$ cat src/rtl/pipe_stage_reg.sv
// pipe_stage_reg: elastic inter-stage pipeline register carrying a control and a
// data bundle between adjacent core stages (IF/ID, ID/EX, EX/MEM, MEM/WB).
// Latency: one cycle (accepted at edge N, visible in cycle N+1).
// Backpressure: valid/ready on both sides. A synchronous flush kills held entries
// and the input of the same cycle.
// Optional feature macro: PIPE_STAGE_SKID_EN.
//   Defined: 2-entry skid buffer, and in_ready is driven from registered state only.
//   Undefined: single entry, and in_ready = !out_valid | out_ready (combinational).
// Ports:
//   CLK, RST             clock, asynchronous active-high reset
//   in_valid/in_ready    upstream handshake; in_ctrl/in_data upstream bundles
//   out_valid/out_ready  downstream handshake; out_ctrl/out_data head bundles
//   flush                drop all held entries and this cycle's input
//   count                number of held entries (0..2)
module pipe_stage_reg #(
  parameter int CTRL_W = 13,
  parameter int DATA_W = 179
) (
  input  logic              CLK,
  input  logic              RST,
  input  logic              in_valid,
  output logic              in_ready,
  input  logic [CTRL_W-1:0] in_ctrl,
  input  logic [DATA_W-1:0] in_data,
  output logic              out_valid,
  input  logic              out_ready,
  output logic [CTRL_W-1:0] out_ctrl,
  output logic [DATA_W-1:0] out_data,
  input  logic              flush,
  output logic [1:0]        count
);

  // The state encoding doubles as the held-entry count.
  typedef enum logic [1:0] {
    EMPTY = 2'd0,
    BUSY  = 2'd1,
    FULL  = 2'd2
  } state_t;

  state_t            state_q, state_d;
  logic [CTRL_W-1:0] main_ctrl_q, main_ctrl_d;
  logic [DATA_W-1:0] main_data_q, main_data_d;
`ifdef PIPE_STAGE_SKID_EN
  logic [CTRL_W-1:0] skid_ctrl_q, skid_ctrl_d;
  logic [DATA_W-1:0] skid_data_q, skid_data_d;
`endif

  logic accept;
  logic take;

  always_ff @(posedge CLK or posedge RST) begin
    if (RST) begin
      state_q     <= EMPTY;
      main_ctrl_q <= '0;
      main_data_q <= '0;
`ifdef PIPE_STAGE_SKID_EN
      skid_ctrl_q <= '0;
      skid_data_q <= '0;
`endif
    end else begin
      state_q     <= state_d;
      main_ctrl_q <= main_ctrl_d;
      main_data_q <= main_data_d;
`ifdef PIPE_STAGE_SKID_EN
      skid_ctrl_q <= skid_ctrl_d;
      skid_data_q <= skid_data_d;
`endif
    end
  end

  always_comb begin
    out_valid = (state_q != EMPTY);
`ifdef PIPE_STAGE_SKID_EN
    // Only the registered state is used, so the hazard unit's stall signal
    // never ripples combinationally back into the previous stage.
    in_ready = (state_q != FULL);
`else
    in_ready = !out_valid || out_ready;
`endif
    accept = in_valid && in_ready;
    take   = out_valid && out_ready;

    state_d     = state_q;
    main_ctrl_d = main_ctrl_q;
    main_data_d = main_data_q;
`ifdef PIPE_STAGE_SKID_EN
    skid_ctrl_d = skid_ctrl_q;
    skid_data_d = skid_data_q;
`endif

    if (flush) begin
      // A head taken in the same cycle was already seen downstream; the
      // data registers keep their contents, only occupancy is dropped.
      state_d = EMPTY;
    end else begin
      case (state_q)
        EMPTY: begin
          if (accept) begin
            main_ctrl_d = in_ctrl;
            main_data_d = in_data;
            state_d     = BUSY;
          end
        end
        BUSY: begin
          if (take) begin
            if (accept) begin
              main_ctrl_d = in_ctrl;
              main_data_d = in_data;
            end else begin
              state_d = EMPTY;
            end
          end
`ifdef PIPE_STAGE_SKID_EN
          else if (accept) begin
            skid_ctrl_d = in_ctrl;
            skid_data_d = in_data;
            state_d     = FULL;
          end
`endif
        end
`ifdef PIPE_STAGE_SKID_EN
        FULL: begin
          if (take) begin
            main_ctrl_d = skid_ctrl_q;
            main_data_d = skid_data_q;
            state_d     = BUSY;
          end
        end
`endif
        default: state_d = EMPTY;
      endcase
    end
  end

  // Bubbles must never carry write-enables downstream.
  assign out_ctrl = out_valid ? main_ctrl_q : '0;
  assign out_data = main_data_q;
  assign count    = state_q;

endmodule
$ cat config.mk
export PLATFORM = sky130hd
export DESIGN_NAME = pipe_stage_reg
export DESIGN_NICKNAME = d
export VERILOG_FILES = /design/src/rtl/pipe_stage_reg.sv
export SDC_FILE = /design/constraint.sdc
export NUM_CORES = 1
export LEC_CHECK = 0
export CORE_AREA = 5 5 148 150
export DETAILED_ROUTE_END_ITERATION = 16
export DIE_AREA = 0 0 153 155
export PLACE_DENSITY = 0.86
export SKIP_CTS_REPAIR_TIMING = 1
export SLEW_MARGIN = 20
export SYNTH_ARGS = -nofsm -noshare
export SYNTH_HDL_FRONTEND = slang
export SYNTH_SLANG_ARGS = --single-unit
$ cat constraint.sdc
create_clock -name CLK -period 6.6 [get_ports CLK]
set_clock_uncertainty 0.15 [all_clocks]
set_input_delay 0.66 -clock CLK [delete_from_list [all_inputs] [get_ports CLK]]
set_output_delay 0.66 -clock CLK [all_outputs]
set_load 0.005 [all_outputs]
==> results of run 1 <==
registers in the layout, summed over array words and instances, names as in the netlist:
name / count
count: 1
main_ctrl_q: 13
out_data: 179
final timing paths:
check                                      from               to  slack [ns]  cells past startpoint
worst max-delay path                   count[0]         in_ready        3.87                      3
worst min-delay path            main_ctrl_q[11]  main_ctrl_q[11]        0.33                      1
worst max register to register         count[0]    out_data[161]        4.07                      4
worst min register to register  main_ctrl_q[11]  main_ctrl_q[11]        0.33                      1
max in group asynchronous                   RST    out_data[150]        4.16                      3
min in group asynchronous                   RST     out_data[55]        0.63                      2
cell usage in the layout, fill, tap and decap left out:
cell type,netlist,final
clkdlybuf4s50_1,0,391
clkbuf_1,1,1
clkinv_2,0,2
nor2b_2,1,1
inv_1,2,1
mux2_1,110,110
conb_1,1,1
dfrtp_1,193,193
inv_8,0,3
nor3b_4,1,1
buf_4,2,2
inv_6,0,7
clkbuf_16,0,17
nor2_1,2,2
clkinv_8,0,3
and2_1,13,13
mux2_2,82,82
buf_12,0,1
cells by family after synthesis:
logic type,Yosys count,synth area share
multiplexers,192,0.292
flip-flops,193,0.653
AND/OR/NAND/NOR,17,0.0157
buffers and inverters,26,0.0387
other,1,0.000507
layer usage:
layer	track usage	vias up	share of wire
li1	-	2273	-
met1	0.190	2519	0.37
met2	0.297	248	0.51
met3	0.0762	28	0.095
met4	0.0560	2	0.023
met5	0	-	0.00064
power by group:
part	switching (mW)	total (mW)	internal, mW
Combinational	0.236	0.798	0.562
Clock	0.494	1.00	0.506
Sequential	0.105	1.49	1.38
area by class of cell:
class / instances / area share
inverters: 2 / 0.00125
flip-flops and latches: 193 / 0.403
repair buffers: 394 / 0.329
clock buffers: 18 / 0.0358
well taps: 275 / 0.0287
multi-input cells: 210 / 0.190
clock inverters: 14 / 0.0119
worst register-to-register path, cell delays in order (launching register included):
cell,delay [ns]
dfrtp_1,0.55
nor2b_2,0.27
nor3b_4,0.24
buf_4,0.72
mux2_1,0.49
per-stage QoR:
step	utilization	total power [mW]	setup WS (ns)	cells
final	0.583	3.29	3.87	1106
after global routing	0.583	3.45	3.69	1106
after CTS	0.583	3.34	3.80	1106
after detailed placement	0.556	2.33	3.66	1074
after global placement	0.556	2.30	3.66	1074
after floorplan	-	1.74	0.534	429
==> summary.md, run 1 <==
| Metric | Value |
|---|---|
| Critical Path Sink Type | `output pin` |
| Post-Syn Area per Cell | `17.2 um^2` |
| Warnings, synthesis | `0` |
| Fmax achieved | `about 370 MHz` |
| PortBufs | `391` |
| Area of the multi-input gates | `2280 um^2` |
| Crit-path cells | `nor2b_2 > inv_1 > clkdlybuf4s50_1` |
| Initial antenna violation count | `1` |
| RSZ-0062 raised after global routing | `false` |
| Worst-Skew Late Latency | `about 0.41 ns` |
| Slowest stage delay, CP | `0.62 ns` |
| Yosys top cell by area | `dfrtp_1` |
| Vias in the first global route | `around 5,600` |
| CP Max Fanout | `16` |
| DR DRC count | `0` |
| Most frequent cell after synthesis | `dfrtp_1` |
| Lkg Pwr | `4.91 nW` |
| Crit path buf inv count | `2` |
| Die width | `153 um` |
| Max_slew headroom | `0.380` |
| Cells after Synth | `429` |
| Starting density of the core | `0.360` |
| Row count | `53` |
| Final Cell Area | `12,000 um^2` |
| Core ar. | `between 20,000 and 25,000 um^2` |
| Total Wirelength | `20,400 um` |
| Setup CP Type | `reg2out` |
| GR Util All Layers | `0.171` |
| Min Tclk post-route | `~2.7 ns` |
| Synth area leaders | `dfrtp_1 65%, mux2_1 17%, mux2_2 12%` |
| Post-route ant nets | `0` |
| Cts bufs inserted | `17` |
| Synth Cell Area | `roughly 7400 um^2` |
| PwrDens | `274 nW/um^2` |
| Clock Pin Slew Worst Setup and Hold Paths | `0.07 ns` |
| Vias per Instance | `about 4.6` |
| Layout cell share with drive strength beyond 1 | `0.143` |
| TritonCTS clock tree | `yes` |
| Number of iterations in the first detailed-routing pass | `4` |
| Run status | `finished clean` |
| Worst-margin pin slew | `0.931 ns` |
| Peak VDD IR | `0.000166 V` |
| Critical Path AT | `1.92 ns` |
| Fin nets | `1,015` |
| Placed cell area | `11,400 um^2` |
| Final period utilization | `0.413` |
| GR Overflow Total | `0` |
| Share of the synthesized area in the top cell type | `0.653` |
| Die height | `around 160 um` |
| Dpl hpwl | `15,700 um` |
| Io pins | `393` |
| Commonest cells post-synth | `193 x dfrtp_1, 110 x mux2_1, 82 x mux2_2` |
| Worst setup SP type | `flop` |
| Setup TNS Final | `0 ns` |
| Deepest clock path buffer count | `2` |
| Syn nets | `626` |
| Drt initial violations | `115` |
| Worst hold margin | `0.329 ns` |
| Register area | `slightly below 5000 um^2` |
| Asr flop ratio synth | `1.00` |
| Root buf cell | `clkbuf_16` |
| Htree depth | `4` |
| DR WL/cell | `18.5 um` |
| Vias | `about 5,100` |
| CP top delay family | `flip-flops` |
| Critical path required time | `5.79 ns` |
| Final setup fails | `0` |
| Largest net degree at the start of global routing | `126` |
| Clk sinks | `193` |
| Max-slew violations | `0` |
| Number of diodes | `0` |
| Seq/Total Area, Yosys | `0.653` |
| # Max-Cap Violations | `0` |
| CP max-delay cell | `dfrtp_1` |
| Seq cells post-synth | `between 150 and 200` |
| Layout area overhead | `62.1%` |
| Synth cell types | `14` |
| First-pass GRT wire length | `31,800 um` |
| Hold Crit Class | `reg2reg` |
| Die area | `23,700 um^2` |
| Most used DFF post-synth | `dfrtp_1` |
| RePlAce Congestion | `0.812` |
| Filler cells | `1,638` |
| Post-synth EDFFs | `0` |
| Hold Violations, Final | `0` |
Power figures use the tool's default switching activity.
==> run 2, diff against run 1 <==
==> constraint.sdc (replaced) <==
create_clock -name CLK -period 2.8 [get_ports CLK]
set_clock_uncertainty 0.15 [all_clocks]
set_input_delay 0.28 -clock CLK [delete_from_list [all_inputs] [get_ports CLK]]
set_output_delay 0.28 -clock CLK [all_outputs]
set_load 0.005 [all_outputs]
==> summary.md, run 2 (synthesis results as in run 1) <==
| Metric | Value |
|---|---|
| Run status | `finished clean` |
| Filler cells | `1,600 (-2.3%)` |
| Critical Path AT | `1.84 ns (-0.08 ns)` |
| Final setup fails | `0 (unchanged)` |
| Most frequent cells in the layout | `391 x clkdlybuf4s50_1, 193 x dfrtp_1, 110 x mux2_1, 82 x mux2_2, 17 x clkbuf_16` |
| RSZ-0062 raised after global routing | `false` |
| Total Wirelength | `20,100 um (-1.7%)` |
| Io pins | `393 (unchanged)` |
| Worst r2r src | `count[0]` |
| # Max-Cap Violations | `0 (unchanged)` |
| Reg2reg setup slack | `0.55 ns (-3.52 ns)` |
| Layout cell share with drive strength beyond 1 | `0.152 (+0.00918)` |
| DR DRC count | `0 (unchanged)` |
| Crit-path cells | `nor2b_2 > inv_1 > clkdlybuf4s50_1` |
| Drt initial violations | `158 (+37%)` |
| Initial antenna violation count | `0 (-1)` |
| RePlAce Congestion | `0.806 (-0.71%)` |
| GR Overflow Total | `0 (unchanged)` |
| Clk sinks | `193 (unchanged)` |
| Post-route ant nets | `0 (unchanged)` |
| Cts bufs inserted | `17 (unchanged)` |
| Min Tclk post-route | `2.27 ns` |
| Setup CP Type | `reg2out` |
| Number of diodes | `0 (unchanged)` |
| Max_slew headroom | `0.611 (+0.231)` |
| Critical Path Sink Type | `output pin` |
| Fin nets | `1,024 (+0.89%)` |
| Max-slew violations | `0 (unchanged)` |
| Final core utilization | `0.590 (+0.00627)` |
| Worst setup SP type | `flop` |
| Placed cell area | `11,500 um^2 (+1.1%)` |
| Die width | `153 um (unchanged)` |
| Worst-margin pin slew | `0.582 ns (-0.348 ns)` |
| Fmax achieved | `440 MHz` |
| Crit Reg-Reg Endpoint | `out_data[135]` |
| Vias | `5,090 (+0.39%)` |
| Starting density of the core | `0.360 (unchanged)` |
| Critical path required time | `2.37 ns (-3.42 ns)` |
| Worst hold margin | `0.129 ns (-0.201 ns)` |
| Placed insts | `1,083 (+0.84%)` |
| Root buf cell | `clkbuf_16` |
| Deepest clock path buffer count | `2 (unchanged)` |
| Die area | `23,700 um^2 (unchanged)` |
| Peak VDD IR | `0.000476 V (+190%)` |
| CP Max Fanout | `16 (unchanged)` |
| Layout area overhead | `63.8%` |
| Htree depth | `4 (unchanged)` |
| Max reg flops | `179 (unchanged)` |
| Pre-CTS setup slack | `0.544 ns (-3.11 ns)` |
| Final worst setup slack | `0.526 ns (-3.34 ns)` |
| Final period utilization | `0.812` |
| TritonCTS clock tree | `yes` |
| Hold Violations, Final | `0 (unchanged)` |
| Lkg Pwr | `4.96 nW (+1.2%)` |
| Final Cell Area | `12,100 um^2 (+1.1%)` |
| Area of the multi-input gates | `2280 um^2 (unchanged)` |
| PwrDens | `641 nW/um^2 (+130%)` |
| Slowest stage delay, CP | `0.61 ns (about the same)` |
| Worst r2r path cells | `5 (+1)` |
| Die height | `155 um (unchanged)` |
| Worst-Skew Late Latency | `0.41 ns (about the same)` |
| Non-filler instance count after layout | `1,115 (+0.81%)` |
| Hold Crit Class | `in2async` |
| Clock Pin Slew Worst Setup and Hold Paths | `0.08 ns (about the same)` |
| Dpl hpwl | `15,600 um (-0.37%)` |
| GR Util All Layers | `0.168 (-0.00379)` |
| CP max-delay cell | `dfrtp_1` |
| Core ar. | `20,600 um^2 (unchanged)` |
| DR WL/cell | `18.0 um (-2.5%)` |
| Vias per Instance | `4.57 (-0.42%)` |
| Vias in the first global route | `5,731 (+2.5%)` |
| Row count | `53 (unchanged)` |
| PortBufs | `391 (unchanged)` |
| Most common cell after layout, fill and taps aside | `clkdlybuf4s50_1` |
| Number of iterations in the first detailed-routing pass | `4 (unchanged)` |
| First-pass GRT wire length | `31,700 um (-0.50%)` |
| Register area | `4830 um^2 (unchanged)` |
| Largest net degree at the start of global routing | `65 (-48%)` |
==> run 2: area by class of cell <==
class	count	area share
timing repair buffer	403	0.337
clock buffer	18	0.0354
inverter	2	0.000929
multi-input combinational	210	0.188
clock inverter	14	0.0120
tap	275	0.0284
sequential	193	0.398
==> run 2: worst max-delay path by stage <==
| stage | cells after the start | to | startpoint | slack [ns] |
|---|---|---|---|---|
| floorplan | 1 | count[0] | RST | -0.12 |
| detailed placement | 6 | out_data[135] | out_ready | 0.54 |
| CTS | 3 | in_ready | count[0] | 0.49 |
| global placement | 6 | out_data[58] | out_ready | 0.58 |
| finish | 3 | in_ready | count[0] | 0.53 |
| global route | 3 | in_ready | count[0] | 0.41 |
==> run 2: stage by stage <==
step                      setup TNS (ns)  total power, mW
final                                  0             7.77
after global routing                   0             8.17
after CTS                              0             7.89
after detailed placement               0             5.50
after global placement                 0             5.43
after floorplan                   -23.24             4.10
==> run 2: worst max-delay path: cells and delay by family, from the launching register on <==
kind,cells,cell delay [ns]
and+or+nand+nor,1,0.32
DFF,1,0.61
buffers and inverters,2,0.50
==> run 2: per-layer routing <==
layer	GRT usage	vias up	routed length, um
li1	-	2290	-
met1	0.184	2530	7560
met2	0.296	243	10100
met3	0.0698	27	1890
met4	0.0530	0	491
met5	0	-	0
==> run 2: power breakdown <==
part           switching [mW]  internal [mW]
Combinational           0.564           1.34
Sequential              0.240           3.26
Clock                    1.17           1.19
==> run 3, diff against run 2 <==
==> constraint.sdc (replaced) <==
create_clock -name CLK -period 2.2 [get_ports CLK]
set_clock_uncertainty 0.15 [all_clocks]
set_input_delay 0.22 -clock CLK [delete_from_list [all_inputs] [get_ports CLK]]
set_output_delay 0.22 -clock CLK [all_outputs]
set_load 0.005 [all_outputs]
==> summary.md, run 3 (synthesis results as in run 1) <==
| Metric | Value |
|---|---|
| Critical Path Sink Type | `output pin` |
| Crit Reg-Reg Endpoint | `out_data[60]` |
| Final core utilization | `0.597 (+0.00767)` |
| Clk sinks | `193 (unchanged)` |
| Worst setup SP type | `flop` |
| Max-slew violations | `0 (unchanged)` |
| Fin nets | `1,040 (+1.6%)` |
| Dpl hpwl | `16,300 um (+4.5%)` |
| Deepest clock path buffer count | `2 (unchanged)` |
| DR DRC count | `0 (unchanged)` |
| Most common cell after layout, fill and taps aside | `clkdlybuf4s50_1` |
| Worst r2r path cells | `5 (unchanged)` |
| GR peak layer | `met2` |
| RSZ-0062 raised after global routing | `false` |
| Largest net degree at the start of global routing | `48 (-26%)` |
| # Max-Cap Violations | `0 (unchanged)` |
| Reg2reg setup slack | `0.32 ns (-0.23 ns)` |
| PwrDens | `816 nW/um^2 (+27%)` |
| First-pass GRT wire length | `32,400 um (+2.4%)` |
| GR Util All Layers | `0.172 (+0.00458)` |
| GR Layer Usage met3 | `0.0656 (-0.00417)` |
| Combinational share of power | `0.246 (about the same)` |
| Htree depth | `4 (unchanged)` |
| GR Overflow Total | `0 (unchanged)` |
| CP Max Fanout | `15 (-1)` |
| Clock share of power | `0.310 (+0.006)` |
| Root buf cell | `clkbuf_16` |
| Vias per Instance | `4.54 (-0.60%)` |
| Hold Violations, Final | `0 (unchanged)` |
| Critical Path AT | `1.61 ns (-0.23 ns)` |
| RePlAce Congestion | `0.819 (+1.6%)` |
| Number of diodes | `0 (unchanged)` |
| Worst-Skew Late Latency | `0.41 ns (about the same)` |
| Post-route ant nets | `0 (unchanged)` |
| Worst-margin pin slew | `0.529 ns (-0.0536 ns)` |
| Switching pwr | `2.50 mW (+27%)` |
| TritonCTS clock tree | `yes` |
| Hold Crit Class | `in2async` |
| Min Tclk post-route | `1.98 ns` |
| Filler cells | `1,604 (+0.25%)` |
| Max reg flops | `179 (unchanged)` |
| Layout area overhead | `66.0%` |
| Setup CP Type | `reg2out` |
| Final setup fails | `0 (unchanged)` |
| Vias in the first global route | `5,872 (+2.5%)` |
| Row count | `53 (unchanged)` |
| DR WL/cell | `18.1 um (+0.48%)` |
| Io pins | `393 (unchanged)` |
| Peak VDD IR | `0.000516 V (+8.3%)` |
| Worst hold margin | `0.0514 ns (-0.0771 ns)` |
| PortBufs | `391 (unchanged)` |
| Lkg Pwr | `5.06 nW (+1.9%)` |
| Drt initial violations | `89 (-44%)` |
| Layout cell share with drive strength beyond 1 | `0.168 (+0.0158)` |
| Met1 Usage GRT | `0.194 (+0.0101)` |
| Starting density of the core | `0.360 (unchanged)` |
| Number of iterations in the first detailed-routing pass | `4 (unchanged)` |
| Clock Pin Slew Worst Setup and Hold Paths | `0.07 ns (about the same)` |
| Die area | `23,700 um^2 (unchanged)` |
| Die width | `153 um (unchanged)` |
| Critical path required time | `1.83 ns (-0.54 ns)` |
| Core ar. | `20,600 um^2 (unchanged)` |
| GR Util met2 | `0.296 (-0.000421)` |
| Die height | `155 um (unchanged)` |
| Run status | `finished clean` |
| Total Wirelength | `20,500 um (+1.9%)` |
| Switching Fraction | `0.250 (-0.00388)` |
| Setup TNS Final | `0 ns (unchanged)` |
| Fmax achieved | `505 MHz` |
| Initial antenna violation count | `0 (unchanged)` |
| Seq pwr share | `0.444 (-0.007)` |
| Worst r2r src | `count[0]` |
| Final period utilization | `0.900` |
| Cts bufs inserted | `17 (unchanged)` |
| Vias | `5,132 (+0.83%)` |
| Most frequent cells in the layout | `391 x clkdlybuf4s50_1, 193 x dfrtp_1, 110 x mux2_1, 82 x mux2_2, 21 x buf_4` |
| Max_slew headroom | `0.647 (+0.0358)` |
| Int Power | `7.51 mW (+30%)` |
-- run 3: cell type report --
type / count / area [um^2] / share of cell area
inverter: 2 / 11.3 / 0.000917
multi-input combinational: 210 / 2280 / 0.186
timing repair buffer: 419 / 4210 / 0.343
sequential: 193 / 4830 / 0.393
clock buffer: 18 / 429 / 0.0350
tap: 275 / 344 / 0.0280
clock inverter: 14 / 170 / 0.0139
-- run 3: how the worst max path moves through the flow --
| stage | from | endpoint | slack (ns) | cells past startpoint |
|---|---|---|---|---|
| after floorplan | RST | count[0] | -0.66 | 1 |
| after global placement | out_ready | out_data[136] | 0.14 | 6 |
| after detailed placement | out_ready | out_data[60] | 0.09 | 6 |
| after CTS | count[0] | out_ctrl[0] | 0.18 | 3 |
| after global routing | count[0] | out_ctrl[0] | 0.14 | 3 |
| final | count[0] | out_ctrl[0] | 0.22 | 3 |
-- run 3: worst max-delay path: stages, from the launching register on --
cell and delay [ns]:
dfrtp_1 0.34, buf_4 0.18, and2_1 0.14, clkdlybuf4s50_1 0.53
-- run 3: per-stage QoR --
step,instances,total power [mW],cell area (um^2),setup WS (ns)
final,1131,10.0,12300,0.221
after floorplan,429,5.22,7400,-0.660
after detailed placement,1099,7.03,11700,0.0949
after CTS,1131,10.2,12300,0.182
after global routing,1131,10.5,12300,0.138
after global placement,1099,6.94,11700,0.138
-- run 3: power groups by stage --
stage          clock network, mW  logic [mW]  registers (mW)
3_5_place_dp                   0        2.51            4.53
3_3_place_gp                   0        2.45            4.49
6_report                    3.10        2.46            4.45
2_1_floorplan                  0       0.683            4.54
4_1_cts                     3.21        2.52            4.46
5_1_grt                     3.36        2.64            4.53
-- run 3: layer usage --
layer | part of all wire | wire length, um | vias to the layer above
li1 | - | - | 2323
met1 | 0.38 | 7770 | 2505
met2 | 0.50 | 10300 | 261
met3 | 0.084 | 1720 | 43
met4 | 0.031 | 641 | 0
met5 | 0 | 0 | -
